**src/rtl/ct_ciu_prf_recv.sv**
```systemverilog
// ct_ciu_prf_recv: buffers L2C prefetch requests in an in-order FIFO, drops duplicates,
// and issues survivors one at a time to the CIU request arbiter.
module ct_ciu_prf_recv #(
  parameter int DEPTH  = 4,
  parameter int ADDR_W = 34
) (
  input  logic              l2c_pref_clk,
  input  logic              cpurst_b,
  input  logic              l2c_ciu_prf_vld,
  input  logic [ADDR_W-1:0] l2c_ciu_prf_addr,
  input  logic [2:0]        l2c_ciu_prf_prot,
  output logic              ciu_l2c_prf_ready,
  input  logic              ciu_prf_en,
  input  logic              ciu_prf_flush,
  output logic              prf_req_vld,
  output logic [ADDR_W-1:0] prf_req_addr,
  output logic [2:0]        prf_req_prot,
  input  logic              prf_req_grant,
  output logic              prf_buf_empty,
  output logic [7:0]        prf_drop_cnt
);
  localparam int PW = $clog2(DEPTH);
  logic [PW:0]       wptr, rptr, cnt;
  logic [ADDR_W-1:0] mem_addr [DEPTH];
  logic [2:0]        mem_prot [DEPTH];
  logic [ADDR_W-1:0] last_addr;
  logic              last_vld, full, empty, accept, dup, push, pop, discard;
  logic [PW-1:0]     off;
  assign cnt     = wptr - rptr;
  assign full    = (wptr[PW-1:0] == rptr[PW-1:0]) && (wptr[PW] != rptr[PW]);
  assign empty   = wptr == rptr;
  assign accept  = l2c_ciu_prf_vld && !full;
  assign push    = accept && ciu_prf_en && !ciu_prf_flush && !dup;
  assign discard = accept && !ciu_prf_flush && (!ciu_prf_en || dup);
  assign pop     = !empty && prf_req_grant && !ciu_prf_flush;
  assign ciu_l2c_prf_ready = !full;
  assign prf_req_vld       = !empty;
  assign prf_buf_empty     = empty;
  assign prf_req_addr      = empty ? '0 : mem_addr[rptr[PW-1:0]];
  assign prf_req_prot      = empty ? '0 : mem_prot[rptr[PW-1:0]];
  // An entry is live when its offset from the read pointer is below the occupancy.
  always_comb begin
    dup = last_vld && (last_addr == l2c_ciu_prf_addr);
    off = '0;
    for (int i = 0; i < DEPTH; i++) begin
      off = PW'(i) - rptr[PW-1:0];
      dup = dup || (({1'b0, off} < cnt) && (mem_addr[i] == l2c_ciu_prf_addr));
    end
  end
  always_ff @(posedge l2c_pref_clk)
    if (push) begin
      mem_addr[wptr[PW-1:0]] <= l2c_ciu_prf_addr;
      mem_prot[wptr[PW-1:0]] <= l2c_ciu_prf_prot;
    end
  always_ff @(posedge l2c_pref_clk or negedge cpurst_b)
    if (!cpurst_b) begin
      wptr         <= '0;
      rptr         <= '0;
      last_vld     <= 1'b0;
      last_addr    <= '0;
      prf_drop_cnt <= '0;
    end else begin
      wptr <= ciu_prf_flush ? '0 : wptr + (PW+1)'(push);
      rptr <= ciu_prf_flush ? '0 : rptr + (PW+1)'(pop);
      last_vld <= ciu_prf_flush ? 1'b0 : (last_vld || pop);
      if (pop) last_addr <= mem_addr[rptr[PW-1:0]];
      if (discard && prf_drop_cnt != 8'hFF) prf_drop_cnt <= prf_drop_cnt + 8'd1;
    end
endmodule

```
**config.mk**
```make
export PLATFORM = sky130hd
export DESIGN_NAME = ct_ciu_prf_recv
export DESIGN_NICKNAME = d
export VERILOG_FILES = /design/src/rtl/ct_ciu_prf_recv.sv
export SDC_FILE = /design/constraint.sdc
export NUM_CORES = 1
export LEC_CHECK = 0
export BUFFER_PORTS_ARGS = -buffer_cell sky130_fd_sc_hd__buf_2
export CAP_MARGIN = 20
export CORE_MARGIN = 10
export CORE_UTILIZATION = 30
export DETAILED_ROUTE_END_ITERATION = 10
export PLACE_DENSITY = 0.55
export SYNTH_ARGS = -nofsm -noshare
export SYNTH_HDL_FRONTEND = slang
export SYNTH_SLANG_ARGS = --single-unit
```
**constraint.sdc**
```tcl
create_clock -name l2c_pref_clk -period 8.7 [get_ports l2c_pref_clk]
set_input_delay 2.175 -clock l2c_pref_clk [delete_from_list [all_inputs] [get_ports l2c_pref_clk]]
set_output_delay 2.175 -clock l2c_pref_clk [all_outputs]
set_load 0.01 [all_outputs]
```
Word level (Yosys, flattened, before mapping)

Memories as Yosys holds them, arrays and structs flattened.
Cells that the tools add are included.

Bitwise operators: 0
Multiply operators: 0
Magnitude comparators: 4
Reduce and logical (&&, ||, !) cells: 26
Multiplexer cells: 7
Equality and inequality tests: 9
Add/subtract/negate cells: 8
Shifts and indexed selects: 0
Divide/modulo/power cells: 0

Operators by type and width:

| kind                                            | number |
|---|---|
| equality test 34 bit                            | 5 |
| two-way mux 34 bit                              | 1 |
| logical AND 1 bit                               | 15 |
| less-than comparator 2 x 3 -> 1 bit             | 4 |
| two-way mux 3 bit                               | 3 |
| adder 8 x 1 -> 8 bit, second input constant     | 1 |
| inequality test 8 bit, second input constant    | 1 |
| adder 3 x 1 -> 3 bit                            | 2 |
| logical OR 1 bit                                | 6 |
| logical NOT 1 bit                               | 5 |
| subtractor 1 x 2 -> 2 bit, first input constant | 2 |
| subtractor 2 bit, first input constant          | 2 |
| equality test 3 bit                             | 1 |
| two-way mux 1 bit                               | 3 |
| subtractor 3 bit                                | 1 |
| equality test 2 bit                             | 1 |
| inequality test 1 bit                           | 1 |

Memories: 2
Logic and storage cells: 61
Bits of input ports: 43
Bits in writable memories: 148
Output and inout bits: 48
Register bits after elaboration: 49
Latch bits: 0
Memory bits (read-only): 0

Memories:

| name     | words | width | read ports | clocked after memory_dff | wr ports | line | text |
|---|---|---|---|---|---|---|---|
| mem_addr | 4     | 34    | 5          | 0                        | 1        | 24   | `logic [ADDR_W-1:0] mem_addr [DEPTH];` |
| mem_prot | 4     | 3     | 1          | 0                        | 1        | 25   | `logic [2:0] mem_prot [DEPTH];` |

Depth between registers and ports, before layout

Word-level depth: 11
Mapped depth: 18
Gate-level depth less buffers: 17

Worst setup path after synthesis

Ideal clock, no wire load.

Path kind: input to register
From: input l2c_ciu_prf_addr[18]
To: memory mem_addr[1][0] (enable)
Stages on the path: 9
Path slack: 1.201 ns
Required time: 8.176 ns
Data arrival time: 6.975 ns
Cell sequence: buf_2 -> xor2_1 -> nor4_1 -> nand4_1 -> o31ai_1 -> or3_1 -> buf_4 -> or2_4 -> nor4_1

Longest elaborated chain between the ends: 10

Ends and longest elaborated chain:

| element                                     | line   | text |
|---|---|---|
| start, declared                             | 10     | `input logic [ADDR_W-1:0] l2c_ciu_prf_addr,` |
| equality test 34 bit (on tied branches)     | 43, 47 |  |
| logical AND 1 bit (on tied branches)        | 43, 47 |  |
| logical OR 1 bit (3 in a row)               | 47     | `dup = dup \|\| (({1'b0, off} < cnt) && (mem_addr[i] == l2c_ciu_prf_addr));` |
| logical OR 1 bit (*)                        | 47     |  |
| logical NOT 1 bit (*)                       | 33     | `assign push = accept && ciu_prf_en && !ciu_prf_flush && !dup;` |
| logical AND 1 bit (*)                       | 33     |  |
| two-way mux 1 bit (*)                       | 51     | `if (push) begin` |
| two-way mux 1 bit (not written as such) (*) | 52     | `mem_addr[wptr[PW-1:0]] <= l2c_ciu_prf_addr;` |
| end, declared                               | 24     |  |

Every way passes the cells marked *; elsewhere a longest branch is shown, timed or not.

Worst setup path after layout

From: register rptr[1]
To: output prf_req_prot[1]

Longest elaborated chain between the ends: 2

Ends and longest elaborated chain:

| element                                                        | line | text |
|---|---|---|
| start, declared                                                | 23   | `logic [PW:0] wptr, rptr, cnt;` |
| start signal, assigned                                         | 64   | `rptr <= ciu_prf_flush ? '0 : rptr + (PW+1)'(pop);` |
| memory read (4 x 3 bit) or equality test 3 bit (tied branches) | n/a  |  |
| two-way mux 3 bit (*)                                          | 40   | `assign prf_req_prot = empty ? '0 : mem_prot[rptr[PW-1:0]];` |
| end, declared                                                  | 17   | `output logic [2:0] prf_req_prot,` |

Marks and branches as above.

==> metrics.md <==
| Metric | Value |
|---|---|
| Outcome | `completed` |
| Flops & latches, synth | `197` |
| I/O pin count | `91` |
| Synth warn | `0` |
| Slew of the pin with the lowest slew margin | `0.8813 ns` |
| Die height | `201.3 um` |
| Critical Path, Cell by Cell | `buf_4, inv_1, ha_1, nand2_1, nor2_4, buf_16, nor2b_1, buf_2` |
| Max Transition Viols Final | `0` |
| GPL Wtd Cong | `0.8217` |
| RR Startpoint | `rptr[0]` |
| Maximum clock rate | `0.1956 GHz` |
| RSZ-0062 raised after global routing | `false` |
| Fin crit share | `around 59%` |
| Core area | `0.03245 mm2` |
| Hold WC Path Type | `reg2reg` |
| Largest net degree at the start of global routing | `50` |
| Clock tree buffer depth | `2` |
| Post-Synthesis Cells | `664` |
| Finished Core Util | `a little over a third` |
| Die Span X | `201.3 um` |
| Crit end category | `output pin` |
| Setup Skew | `approximately 0.016 ns` |
| Final setup margin | `3.588 ns` |
| Setup violators final | `0` |
| CP delay by family, top | `buffers and inverters` |
| Post-synth ARST share | `24.87%` |
| Total grt overflow | `0` |
| CP peak stage delay | `between 0.5 and 0.6 ns` |
| Initial antenna violation count | `4` |
| Crit start category | `register` |
| First-pass GRT wire length | `39740 um` |
| Starting Density | `30.39%` |
| Cts repair resizes | `0` |
| DR WL/cell | `22.49 um` |
| H-tree Lvls | `4` |
| Power Dens Cells | `between 200 and 250 mW/mm2` |
| Seq/Total Area, Yosys | `between 50 and 60%` |
| Total global-route track usage | `13.18%` |
| Share of cells above drive strength 1 | `29.17%` |
| Final net count | `788` |
| Reg-to-reg endpoint | `mem_addr[3][11]` |
| Maximum VDD drop | `0.1429 mV` |
| Crit path to | `prf_req_prot[1]` |
| Total die area | `0.04053 mm2` |
| Yosys cell types | `40` |
| Post-DR vias/cell | `about 4.7` |
| Leak | `0.004162 uW` |
| Post CTS Setup Buffer Count | `0` |
| Antenna viol nets, final | `0` |
| Hold Vio Cnt, Final | `0` |
| Num Clock Sinks | `197` |
| Max_cap viols | `0` |
| Site Rows | `66` |
| Number of I/O port buffers | `90` |
| Crit. Startpoint | `rptr[1]` |
| Crit Path Category | `reg2out` |
| Crit path DAT | `2.94 ns` |
| 1st-pass router iterations | `5` |
| Period minus WS final | `5.112 ns` |
| Worst-path cell with the longest stage delay | `buf_4` |
| Worst reg-to-reg path cell count | `14` |
| Residual DRC | `0` |
| Synthesized area per cell | `14.85 um2` |
| Synthesized area | `0.009863 mm2` |
| Crit path max fanout | `41` |
| Hpwl dp | `18850 um` |
| R2R Setup Slk | `between 4 and 5 ns` |
| Number of global-route vias before repair | `just under 6000` |
| Clk Latency, worst-skew pair | `~0.45 ns` |
| CTS Buf Count | `17` |
| Detailed router's first-iteration violation count | `448` |
| Ys flop type | `edfxtp_1` |
| Pre-CTS setup slack | `3.673 ns` |
| CP required | `6.53 ns` |
| Slew HR | `41.25%` |
| Net Count, Synth | `slightly above 700` |
| Post-synth EDFFs | `148` |
| Hold_buf cts | `0` |
| Total number of vias | `5585` |
| CTS clk-pin slew, worst paths | `0.08 ns` |
| TritonCTS clock tree | `done` |
| Root buffer cell | `clkbuf_16` |
| WP depth | `8` |
| TNS Setup | `0 ns` |
| CP Buf/Inv Count | `4` |
| Final wirelength | `26720 um` |
| P&R area growth vs syn | `15.50%` |
==> cell type report <==
type	instances	area [um2]
diodes	2	5.005
clock buffers	17	425.4
clock inverters	15	217.7
fillers	3200	21060
inverters	12	45.04
multi-input cells	404	3935
flip-flops and latches	197	5673
well taps	442	553.0
repair buffers	99	538.0
==> placed cells by master (no fill, tap or decap), drive strengths merged <==
| master | instances |
|---|---|
| a2111oi | 3 |
| a21o | 3 |
| a31oi | 1 |
| and3 | 3 |
| buf | 99 |
| bufinv | 1 |
| clkbuf | 17 |
| clkinv | 6 |
| dfrtp | 49 |
| diode | 2 |
| edfxtp | 148 |
| fa | 1 |
| ha | 13 |
| inv | 20 |
| mux2 | 37 |
| mux4 | 37 |
| nand2 | 2 |
| nand2b | 1 |
| nand3 | 6 |
| nand3b | 2 |
| nand4 | 11 |
| nor2 | 6 |
| nor2b | 42 |
| nor3 | 1 |
| nor4 | 42 |
| o2111ai | 1 |
| o211ai | 4 |
| o21ai | 4 |
| o22ai | 1 |
| o31ai | 1 |
| or2 | 1 |
| or3 | 1 |
| xnor2 | 23 |
| xor2 | 156 |
| xor3 | 1 |
==> worst min-delay path by stage <==
stage	from	end	cells after the start
after floorplan	last_vld	last_vld	2
after global placement	prf_drop_cnt[3]	prf_drop_cnt[3]	1
after detailed placement	prf_drop_cnt[3]	prf_drop_cnt[3]	1
after CTS	prf_drop_cnt[3]	prf_drop_cnt[3]	1
after global routing	last_addr[5]	last_addr[5]	1
final	prf_drop_cnt[3]	prf_drop_cnt[3]	1
==> where the power goes <==
group	total (uW)	switching, uW	internal, uW
Combinational	349	190	159
Sequential	1160	59.1	1100
Clock	842	417	425
==> sequential cells by signal, indices dropped and copies added (netlist names) <==
name          count
rptr              3
last_addr        34
mem_prot         12
last_vld          1
mem_addr        136
prf_drop_cnt      8
wptr              3
==> kinds of logic (layout without fill, tap and decap cells) <==
kind of cell,Yosys count,count (layout),share of synthesized area [%]
AND/OR/NAND/NOR,118,118,7.243
AO/OA/AOI/OAI,18,18,1.611
other,0,2,0
XOR/XNOR,180,180,16.15
buffers and inverters,63,143,2.943
multiplexers,74,74,12.71
adder cells (fa/ha/maj),14,14,1.852
flip-flops,197,197,57.49
==> through the flow <==
stage          cell area [um2]  power, uW  cells  hold slack (ns)
2_1_floorplan             9863       1393    664           0.4920
3_3_place_gp             10720       1527   1153           0.5006
3_5_place_dp             10720       1530   1153           0.4952
4_1_cts                  11360       2372   1185           0.5083
5_1_grt                  11390       2446   1187           0.5433
6_report                 11390       2348   1188           0.5009
==> layer usage <==
metal / wire [um] / GRT usage, % / vias to the layer above
met2: 12510 / 20.16 / 164
met4: 223 / 3.087 / 6
met3: 1714 / 3.518 / 22
met5: 39 / 0 / -
li1: - / - / 2560
met1: 12230 / 18.21 / 2833
==> Yosys cell counts, types with 6 or more instances <==
| cell type | number | share of area (%) |
|---|---|---|
| nor4_1 | 42 | 2.7 |
| xor2_1 | 156 | 14 |
| nor2_1 | 6 | 0.23 |
| nor2b_1 | 42 | 2.7 |
| buf_2 | 37 | 1.9 |
| mux2_2 | 35 | 4.0 |
| nand3_1 | 6 | 0.30 |
| mux4_2 | 37 | 8.4 |
| edfxtp_1 | 148 | 45 |
| inv_1 | 12 | 0.46 |
| nand4_1 | 11 | 0.70 |
| xnor2_1 | 23 | 2.0 |
| clkbuf_1 | 9 | 0.34 |
| ha_1 | 13 | 1.6 |
| dfrtp_1 | 49 | 12 |
Note: power is estimated with default switching activity, not from simulation.
